`src/rtl/proc_ctrl_pkg.sv`:
```
// -----------------------------------------------------------------------------
// proc_ctrl_pkg
// Shared definitions for the processor run controller:
//   - PC_W                   : width of PC and data-memory words
//   - DEFAULT_*              : default parameter values for the controller
//   - state_t                : run-controller FSM states
//   - sat_inc8()             : 8-bit saturating increment for run statistics
// -----------------------------------------------------------------------------
package proc_ctrl_pkg;

   localparam int          PC_W                  = 64;
   localparam int          DEFAULT_RESET_CYCLES  = 1;
   localparam int          DEFAULT_SETTLE_CYCLES = 1;
   localparam logic [15:0] DEFAULT_WATCHDOG_MAX  = 16'hFFFF;

   typedef enum logic [2:0] {
      ST_IDLE    = 3'd0,
      ST_LOAD    = 3'd1,
      ST_RUN     = 3'd2,
      ST_SETTLE  = 3'd3,
      ST_DONE    = 3'd4,
      ST_TIMEOUT = 3'd5
   } state_t;

   function automatic logic [7:0] sat_inc8(input logic [7:0] v);
      return (v == 8'hFF) ? v : v + 8'd1;
   endfunction

endpackage

```
`src/rtl/proc_run_controller_watchdog.sv`:
```
// -----------------------------------------------------------------------------
// run_watchdog
// Counts RUN cycles for the run controller and flags the watchdog limit.
// Ports:
//   CLK     in   clock
//   Reset   in   synchronous active-high reset
//   clear   in   zero the count (new run accepted)
//   enable  in   count this cycle (FSM is in RUN)
//   count   out  16-bit saturating cycle count
//   expired out  count has reached WATCHDOG_MAX-1, i.e. this is the last
//                RUN cycle allowed before a timeout
// -----------------------------------------------------------------------------
module run_watchdog
   import proc_ctrl_pkg::*;
#(
   parameter logic [15:0] WATCHDOG_MAX = DEFAULT_WATCHDOG_MAX
) (
   input  logic        CLK,
   input  logic        Reset,
   input  logic        clear,
   input  logic        enable,
   output logic [15:0] count,
   output logic        expired
);

   logic [15:0] r_count;

   // NOTE: sequential state is written only with non-blocking assignments so
   // every register samples the pre-edge value of its neighbours.
   always_ff @(posedge CLK) begin
      if (Reset || clear) begin
         r_count <= '0;
      end else if (enable && (r_count != 16'hFFFF)) begin
         r_count <= r_count + 16'd1;
      end
   end

   assign count   = r_count;
   assign expired = (r_count == WATCHDOG_MAX - 16'd1);

endmodule

```
`src/rtl/proc_run_controller.sv`:
```
// -----------------------------------------------------------------------------
// proc_run_controller
// Sequences one processor test run: holds the processor in reset while the
// start PC is loaded, releases it, waits for the PC to pass the end address
// (or for the watchdog to expire), lets the data path settle, then samples
// and scores dMemOut against the expected value.
// Ports:
//   CLK, Reset      clock, synchronous active-high reset
//   start           run request pulse (honoured in IDLE/DONE/TIMEOUT only)
//   prog_start_pc   PC to load into the processor
//   prog_end_pc     run ends once currentPC >= this (unsigned)
//   expected        required dMemOut value
//   currentPC       processor PC
//   dMemOut         processor data-memory output
//   proc_Reset_L    active-low processor reset (high in RUN/SETTLE)
//   startPC         latched start PC driven to the processor
//   busy            LOAD, RUN or SETTLE
//   done            result valid (DONE or TIMEOUT)
//   pass            last result matched expected
//   timeout         last run hit the watchdog
//   result          captured dMemOut
//   pass_count      passed runs (saturating)
//   run_count       completed runs, including timeouts (saturating)
//   cycle_count     RUN cycles of the last or current run
// -----------------------------------------------------------------------------
module proc_run_controller
   import proc_ctrl_pkg::*;
#(
   parameter int          RESET_CYCLES  = DEFAULT_RESET_CYCLES,
   parameter int          SETTLE_CYCLES = DEFAULT_SETTLE_CYCLES,
   parameter logic [15:0] WATCHDOG_MAX  = DEFAULT_WATCHDOG_MAX
) (
   input  logic            CLK,
   input  logic            Reset,
   input  logic            start,
   input  logic [PC_W-1:0] prog_start_pc,
   input  logic [PC_W-1:0] prog_end_pc,
   input  logic [PC_W-1:0] expected,
   input  logic [PC_W-1:0] currentPC,
   input  logic [PC_W-1:0] dMemOut,
   output logic            proc_Reset_L,
   output logic [PC_W-1:0] startPC,
   output logic            busy,
   output logic            done,
   output logic            pass,
   output logic            timeout,
   output logic [PC_W-1:0] result,
   output logic [7:0]      pass_count,
   output logic [7:0]      run_count,
   output logic [15:0]     cycle_count
);

   state_t          r_state;
   state_t          w_next_state;

   logic [15:0]     r_phase;       // cycles spent in the current LOAD/SETTLE
   logic [PC_W-1:0] r_start_pc;
   logic [PC_W-1:0] r_end_pc;
   logic [PC_W-1:0] r_expected;
   logic [PC_W-1:0] r_result;
   logic            r_pass;
   logic [7:0]      r_run_count;
   logic [7:0]      r_pass_count;

   logic            w_accept;
   logic            w_run;
   logic            w_settle_last;
   logic            w_enter_timeout;
   logic            w_pc_reached;
   logic            w_load_last;
   logic            w_settle_end;
   logic            w_expired;
   logic            w_match;

   // Both operands are unsigned logic vectors, so this is an unsigned compare.
   assign w_pc_reached = (currentPC >= r_end_pc);
   assign w_load_last  = (r_phase == 16'(RESET_CYCLES - 1));
   assign w_settle_end = (r_phase == 16'(SETTLE_CYCLES - 1));
   assign w_match      = (dMemOut == r_expected);

   run_watchdog #(
      .WATCHDOG_MAX (WATCHDOG_MAX)
   ) u_watchdog (
      .CLK     (CLK),
      .Reset   (Reset),
      .clear   (w_accept),
      .enable  (w_run),
      .count   (cycle_count),
      .expired (w_expired)
   );

   // State register.
   always_ff @(posedge CLK) begin
      if (Reset) begin
         r_state <= ST_IDLE;
      end else begin
         r_state <= w_next_state;
      end
   end

   // Next-state and state-decoded outputs.
   always_comb begin
      // NOTE: every output of this block is given a default first so no path
      // through the case statement can leave one unassigned and infer a latch.
      w_next_state    = r_state;
      w_accept        = 1'b0;
      w_run           = 1'b0;
      w_settle_last   = 1'b0;
      w_enter_timeout = 1'b0;
      busy            = 1'b0;
      proc_Reset_L    = 1'b0;
      done            = 1'b0;
      timeout         = 1'b0;

      unique case (r_state)
         ST_IDLE: begin
            if (start) begin
               w_accept     = 1'b1;
               w_next_state = ST_LOAD;
            end
         end
         ST_LOAD: begin
            busy = 1'b1;
            if (w_load_last) begin
               w_next_state = ST_RUN;
            end
         end
         ST_RUN: begin
            busy         = 1'b1;
            proc_Reset_L = 1'b1;
            w_run        = 1'b1;
            // The end-PC compare takes priority over the watchdog limit.
            if (w_pc_reached) begin
               w_next_state = ST_SETTLE;
            end else if (w_expired) begin
               w_enter_timeout = 1'b1;
               w_next_state    = ST_TIMEOUT;
            end
         end
         ST_SETTLE: begin
            busy         = 1'b1;
            proc_Reset_L = 1'b1;
            if (w_settle_end) begin
               w_settle_last = 1'b1;
               w_next_state  = ST_DONE;
            end
         end
         ST_DONE: begin
            done = 1'b1;
            if (start) begin
               w_accept     = 1'b1;
               w_next_state = ST_LOAD;
            end
         end
         ST_TIMEOUT: begin
            done    = 1'b1;
            timeout = 1'b1;
            if (start) begin
               w_accept     = 1'b1;
               w_next_state = ST_LOAD;
            end
         end
         default: begin
            w_next_state = ST_IDLE;
         end
      endcase
   end

   // Run parameters, phase timer, result capture and statistics.
   always_ff @(posedge CLK) begin
      if (Reset) begin
         r_phase      <= '0;
         r_start_pc   <= '0;
         r_end_pc     <= '0;
         r_expected   <= '0;
         r_result     <= '0;
         r_pass       <= 1'b0;
         r_run_count  <= '0;
         r_pass_count <= '0;
      end else begin
         // The phase timer restarts on every state change, so LOAD and
         // SETTLE each see it counting up from zero.
         if (w_next_state != r_state) begin
            r_phase <= '0;
         end else if ((r_state == ST_LOAD) || (r_state == ST_SETTLE)) begin
            r_phase <= r_phase + 16'd1;
         end

         if (w_accept) begin
            r_start_pc <= prog_start_pc;
            r_end_pc   <= prog_end_pc;
            r_expected <= expected;
            r_pass     <= 1'b0;
         end

         if (w_settle_last) begin
            r_result    <= dMemOut;
            r_pass      <= w_match;
            r_run_count <= sat_inc8(r_run_count);
            if (w_match) begin
               r_pass_count <= sat_inc8(r_pass_count);
            end
         end

         // A timeout counts as a completed (failed) run; result is kept.
         if (w_enter_timeout) begin
            r_pass      <= 1'b0;
            r_run_count <= sat_inc8(r_run_count);
         end
      end
   end

   assign startPC    = r_start_pc;
   assign result     = r_result;
   assign pass       = r_pass;
   assign run_count  = r_run_count;
   assign pass_count = r_pass_count;

endmodule

```
`config.mk`:
```
export PLATFORM = sky130hd
export DESIGN_NAME = proc_run_controller
export DESIGN_NICKNAME = d
export VERILOG_FILES = /design/src/rtl/proc_ctrl_pkg.sv /design/src/rtl/proc_run_controller_watchdog.sv /design/src/rtl/proc_run_controller.sv
export SDC_FILE = /design/constraint.sdc
export NUM_CORES = 1
export LEC_CHECK = 0
export CAP_MARGIN = 20
export CORE_AREA = 2 2 191 193
export CTS_BUF_LIST = sky130_fd_sc_hd__clkbuf_4 sky130_fd_sc_hd__clkbuf_8 sky130_fd_sc_hd__clkbuf_16
export DETAILED_ROUTE_END_ITERATION = 8
export DIE_AREA = 0 0 193 195
export PLACE_DENSITY = 0.7
export REMOVE_ABC_BUFFERS = 1
export SYNTH_ARGS = -nofsm -noshare
export SYNTH_HDL_FRONTEND = slang
export SYNTH_SLANG_ARGS = --single-unit
export TNS_END_PERCENT = 5
```
`constraint.sdc`:
```
create_clock -name CLK -period 4.8 [get_ports CLK]
set_clock_uncertainty 0.05 [all_clocks]
set_input_delay 0.48 -clock CLK [delete_from_list [all_inputs] [get_ports CLK]]
set_output_delay 0.48 -clock CLK [all_outputs]
set_load 0.005 [all_outputs]
```
* Word level (Yosys, flattened, before mapping) *
Cells that the tools add are included.

cells by class
  add/subtract/negate cells = 4
  $lt $le $gt $ge = 1
  eq/ne operators = 11
  multiplexer cells = 23
  reductions and logical operators = 14
  bitwise gates (word level) = 1

operator list
  kind                                           number
  == test 64 bit                                 1
  >= comparator 64 bit                           1
  adder 16 x 1 -> 16 bit, second input constant  2
  2-to-1 mux 8 bit                               3
  adder 8 x 1 -> 8 bit, second input constant    2
  == test 16 bit, second input constant          1
  == test 8 bit, second input constant           2
  logical NOT 16 bit                             1
  inequality test 16 bit, second input constant  1
  2-to-1 mux 3 bit                               5
  2-to-1 mux 1 bit                               14
  case mux 3 bit (4 select lines)                1
  OR reduction 2 bit                             4
  == test 3 x 2 -> 1 bit, second input constant  2
  == test 3 bit, second input constant           2
  OR reduction 3 bit                             2
  nonzero test 2 bit                             2
  == test 3 x 1 -> 1 bit, second input constant  1
  logical NOT 3 bit                              1
  inequality test 3 bit                          1
  AND reduction 3 bit                            1
  logical OR 1 bit                               2
  logical AND 1 bit                              1
  NOT 1 bit                                      1

storage, ports and cells
  input port bits = 323
  logic and storage cells = 64
  register bits = 308
  output and inout bits = 165

* Longest topological paths before layout *
  depth in word-level cells = 6
  mapped depth = 11
  mapped depth without buffers = 10

* By module *
From an unflattened synthesis, not the netlist that was laid out.

second synthesis, totals
  cells, all modules = 1,741
  area total of the unflattened synthesis = 13,574.3 um^2

by module, submodules not included
  module               instances  area each (um^2)  seq. area each (um^2)  cells each
  proc_run_controller  1          12,718.4          5,845.6                1,640
  run_watchdog         1          855.8             320.3                  101

* Worst setup path before layout *
Ideal clock, no wire load.

  path type = input to register
  start = in currentPC[0]
  end = reg r_run_count[3], in the netlist run_count[3]
  stages on the path = 10
  arrival = 2.598 ns
  slack = 2.031 ns
  required time = 4.629 ns
  library setup time = 0.121 ns
  path through = inv_1 > ha_1 > nand2b_1 > a2111o_1 > o2111ai_1 > a31oi_1 > o41ai_4 > nand2_1 > nor2_1 > mux2_2

between the ends
  longest elaborated chain between the ends = 4

ends and longest elaborated chain
  element                                                        RTL line                    text
  from (decl)                                                    proc_run_controller.sv:39   input logic [PC_W-1:0] currentPC,
  >= comparator 64 bit *                                         proc_run_controller.sv:76   assign w_pc_reached = (currentPC >= r_end_pc);
  2-to-1 mux 1 bit *                                             proc_run_controller.sv:133  if (w_pc_reached) begin
  2-to-1 mux 1 bit *                                             proc_run_controller.sv:115  unique case (r_state)
  2-to-1 mux 8 bit / nonzero test 2 bit (equally long branches)  -
  to (signal assigned)                                           proc_run_controller.sv:199  r_run_count <= sat_inc8(r_run_count);
  to (signal assigned)                                           proc_run_controller.sv:208  r_run_count <= sat_inc8(r_run_count);
  to (decl)                                                      proc_run_controller.sv:62   logic [7:0] r_run_count;

Mark *: on every way between the ends. The rest lies on a longest branch, timed or not.
A chain may end at the register's enable or synchronous reset.

* Worst setup path after layout *
  start = in currentPC[47]
  end = reg r_phase[12]

between the ends
  longest elaborated chain between the ends = 5

ends and longest elaborated chain
  element                          RTL line                    text
  >= comparator 64 bit             proc_run_controller.sv:76
  2-to-1 mux 3 bit                 proc_run_controller.sv:133
  case mux 3 bit (4 select lines)  proc_run_controller.sv:115
  inequality test 3 bit            proc_run_controller.sv:183  if (w_next_state != r_state) begin
  OR reduction 2 bit (no line)     -
  to (signal assigned)             proc_run_controller.sv:186  r_phase <= r_phase + 16'd1;
  to (decl)                        proc_run_controller.sv:56   logic [15:0] r_phase;

Every way passes these cells.

==> summary.txt <==
Pint: 0.00570 W
post-layout instance area: 20000 sq um
RSZ-0062 raised after global routing: no
Cells after Synth: 1725
First-pass DRT Iterations: 8
drc violations: 0
pre-CTS setup slack: 1200 ps
crit path time final: 3110 ps
Logic pwr share: 28.7%
max-slew violations: 0
DRT iter0 DRCs: 568
FF-to-FF Start: r_end_pc[38]$_SDFFE_PP0P_
core box area: 35400 sq um
CP Launch Type: primary input
CP Data Arrival Time: 3440 ps
Worst Hold Depth: 2
final period utilization: 64.8%
H-tree Lvls: 2
number of global-route vias before repair: 12900
share of cells above drive strength 1: 4.38%
final-stage net count: 2561
Post-synth EDFFs: 0
clock sink count: 308
CTS tree: built
sequential power share: 37.7%
fmax: 0.322 GHz
sequential element share of the synthesized area: 45.5%
ANT nets after route: 0
syn avg cell area: 7.85 sq um
Die Y: 195 um
Vias: 13100
FFs w/ async S/R, synth: 0%
first-pass GRT wire length: 68.3 mm
reg2reg setup slack: 1750 ps
actual slew at the worst max-slew pin: 978 ps
crit path max fanout: 16
Hold EP: r_end_pc[15]$_SDFFE_PP0P_
IO Count: 488
clk slew on worst S/H paths: 50 ps
Max-Cap Viols: 0
setup TNS: 0 ps
post-route setup slack: 1690 ps
Hold Crit Start: Reset
Clock power frac: 33.6%
initial antenna violation count: 13
Via density: 4.89
maximum vdd drop: 0.291 mV
worst skew pair latency: 530 ps
FF-to-FF End: r_phase[12]$_SDFFE_PP0P_
Hold Path Class: in2reg
cell chosen for the clock root: clkbuf_16
Worst EP required: 5130 ps
max_slew headroom: 34.8%
Bufs on Longest Clock Path: 3
Hold Slack: 388 ps
Sw Ratio: 31.7%
DP Area: 18800 sq um
Final Wtd Congestion: 0.915
largest net degree at the start of global routing: 120
endpoints failing hold: 0
starting density of the core: 38.3%
die area: 37600 sq um
CTS resizes: 0
Yosys reg bits: 308
CTS Buf Count: 37
cell count of the worst reg-to-reg path: 11
Post-synth top flop: dfxtp_1
# hold bufs at CTS: 0
PD cells: 417 nW/um^2
Static Leak: 7.22 nW
Net Switching: 0.00265 W
area grow syn2layout: 47.9%
# Post-CTS Setup Buffers: 0
WL final: 44.8 mm
grt total ovfl: 0
die width: 193 um
status: finished, final reports clean
HPWL after detailed placement: 32.5 mm
num rows: 69
kind of critical path: in2reg
Port Buffers: 487
final setup vio count: 0
CP Capture Type: register
post-synth cell types: 53
Syn. warnings: 0
routed len/inst: 16.8 um
overall global routing resource usage: 22.9%
Mapped Area: 13500 sq um
[kinds of logic (layout without fill, tap and decap cells)]
group	Yosys count	count (layout)	synth area share, %
AND/OR/NAND/NOR	736	736	23.1
AO/OA/AOI/OAI	336	336	13.2
flip-flops	308	308	45.5
buffers and inverters	172	641	4.92
XOR/XNOR	100	100	6.47
adder cells (fa/ha/maj)	70	70	6.47
multiplexers	3	3	0.231
other	0	12	0
[how the worst max path moves through the flow]
stage	startpoint	endpoint	depth (start not counted)
after CTS	currentPC[47]	r_phase[12]$_SDFFE_PP0P_	11
after detailed placement	currentPC[0]	run_count[3]$_SDFFE_PP0P_	11
final	currentPC[47]	r_phase[12]$_SDFFE_PP0P_	11
after floorplan	r_state[0]$_SDFF_PP0_	u_watchdog.count[1]$_SDFFE_PP0P_	4
after global routing	currentPC[47]	r_phase[11]$_SDFFE_PP0P_	11
after global placement	currentPC[0]	run_count[3]$_SDFFE_PP0P_	11
[through the flow]
step	cells	util (%)	power, W
floorplan	1629	-	0.00456
global placement	2590	53.0	0.00555
detailed placement	2590	53.0	0.00561
CTS	2655	56.5	0.00846
global route	2665	56.5	0.00886
finish	2667	56.6	0.00835
[metal layers]
| layer | up-vias | wire (um) | global-route usage (%) |
|---|---|---|---|
| li1 | 6596 | - | - |
| met1 | 5984 | 18500 | 27.3 |
| met2 | 361 | 21400 | 38.7 |
| met3 | 108 | 3090 | 5.77 |
| met4 | 2 | 1800 | 10.2 |
| met5 | - | 13 | 0 |
[area by class of cell]
type                            instances  area [sq um]
Fill cell                            3261         15400
Multi-Input combinational cell       1245          6730
Sequential cell                       308          6170
Timing Repair Buffer                  500          5000
Clock buffer                           54          1100
Tap cell                              461           577
Inverter                               76           285
Clock inverter                         11           121
Antenna cell                           12          30.0
[cells in the final DEF, fill, tap and decap left out, drive strengths merged, types with 2 or more instances in the layout]
| master | n |
|---|---|
| nand2b | 4 |
| nand4 | 36 |
| o21ai | 16 |
| nor4 | 8 |
| o22ai | 3 |
| and3 | 12 |
| o2111ai | 2 |
| bufinv | 2 |
| a21oi | 291 |
| nor3 | 24 |
| nand2 | 556 |
| xnor2 | 72 |
| o21a | 2 |
| clkbuf | 54 |
| buf | 14 |
| ha | 70 |
| inv | 79 |
| o31a | 2 |
| clkinv | 4 |
| dfxtp | 308 |
| or3 | 3 |
| a31oi | 4 |
| nor2b | 4 |
| a221oi | 6 |
| xor2 | 28 |
| nor2 | 46 |
| clkinvlp | 2 |
| and2 | 2 |
| a2111o | 2 |
| diode | 12 |
| a211oi | 2 |
| and4 | 6 |
| mux2i | 2 |
| nand3 | 30 |
| clkdlybuf4s50 | 486 |
[power groups by stage]
stage          clock network, W  logic (W)  registers, W
2_1_floorplan                 0    0.00139       0.00317
3_3_place_gp                  0    0.00236       0.00318
3_5_place_dp                  0    0.00241       0.00320
4_1_cts                 0.00289    0.00243       0.00315
5_1_grt                 0.00299    0.00268       0.00320
6_report                0.00280    0.00240       0.00315
[state kept, by name, summed over array words and instances, names as in the netlist]
register          count
r_state               3
startPC              64
pass                  1
u_watchdog.count     16
r_expected           64
pass_count            8
run_count             8
result               64
r_phase              16
r_end_pc             64
[critical path, cell delays in order]
cell,delay [ps]
clkdlybuf4s50_1,440
ha_1,330
nand4_1,150
nor4_1,600
nand4_1,240
a31oi_1,400
nor2_1,80
nand2_1,200
a2bb2oi_1,200
buf_4,230
nor3_1,70
[synth_stat cells (3+ instances only)]
| cell | count | share of area (%) |
|---|---|---|
| and4_1 | 5 | 0.32 |
| nand4_1 | 36 | 1.7 |
| nand2_1 | 554 | 15 |
| nand2b_1 | 4 | 0.18 |
| a221oi_1 | 6 | 0.39 |
| xor2_1 | 28 | 1.8 |
| a31oi_1 | 4 | 0.18 |
| clkbuf_1 | 85 | 2.4 |
| ha_1 | 70 | 6.5 |
| or3_1 | 3 | 0.14 |
| buf_1 | 6 | 0.17 |
| inv_1 | 76 | 2.1 |
| xnor2_1 | 72 | 4.7 |
| o22ai_1 | 3 | 0.14 |
| nor2b_1 | 4 | 0.18 |
| o21ai_0 | 15 | 0.55 |
| nor3_1 | 23 | 0.85 |
| nor2_1 | 46 | 1.3 |
| dfxtp_1 | 308 | 46 |
| nor4_1 | 7 | 0.32 |
| a21oi_1 | 291 | 11 |
| nand3_1 | 28 | 1.0 |
| and3_1 | 12 | 0.55 |
Note: power is estimated with default switching activity, not from simulation.
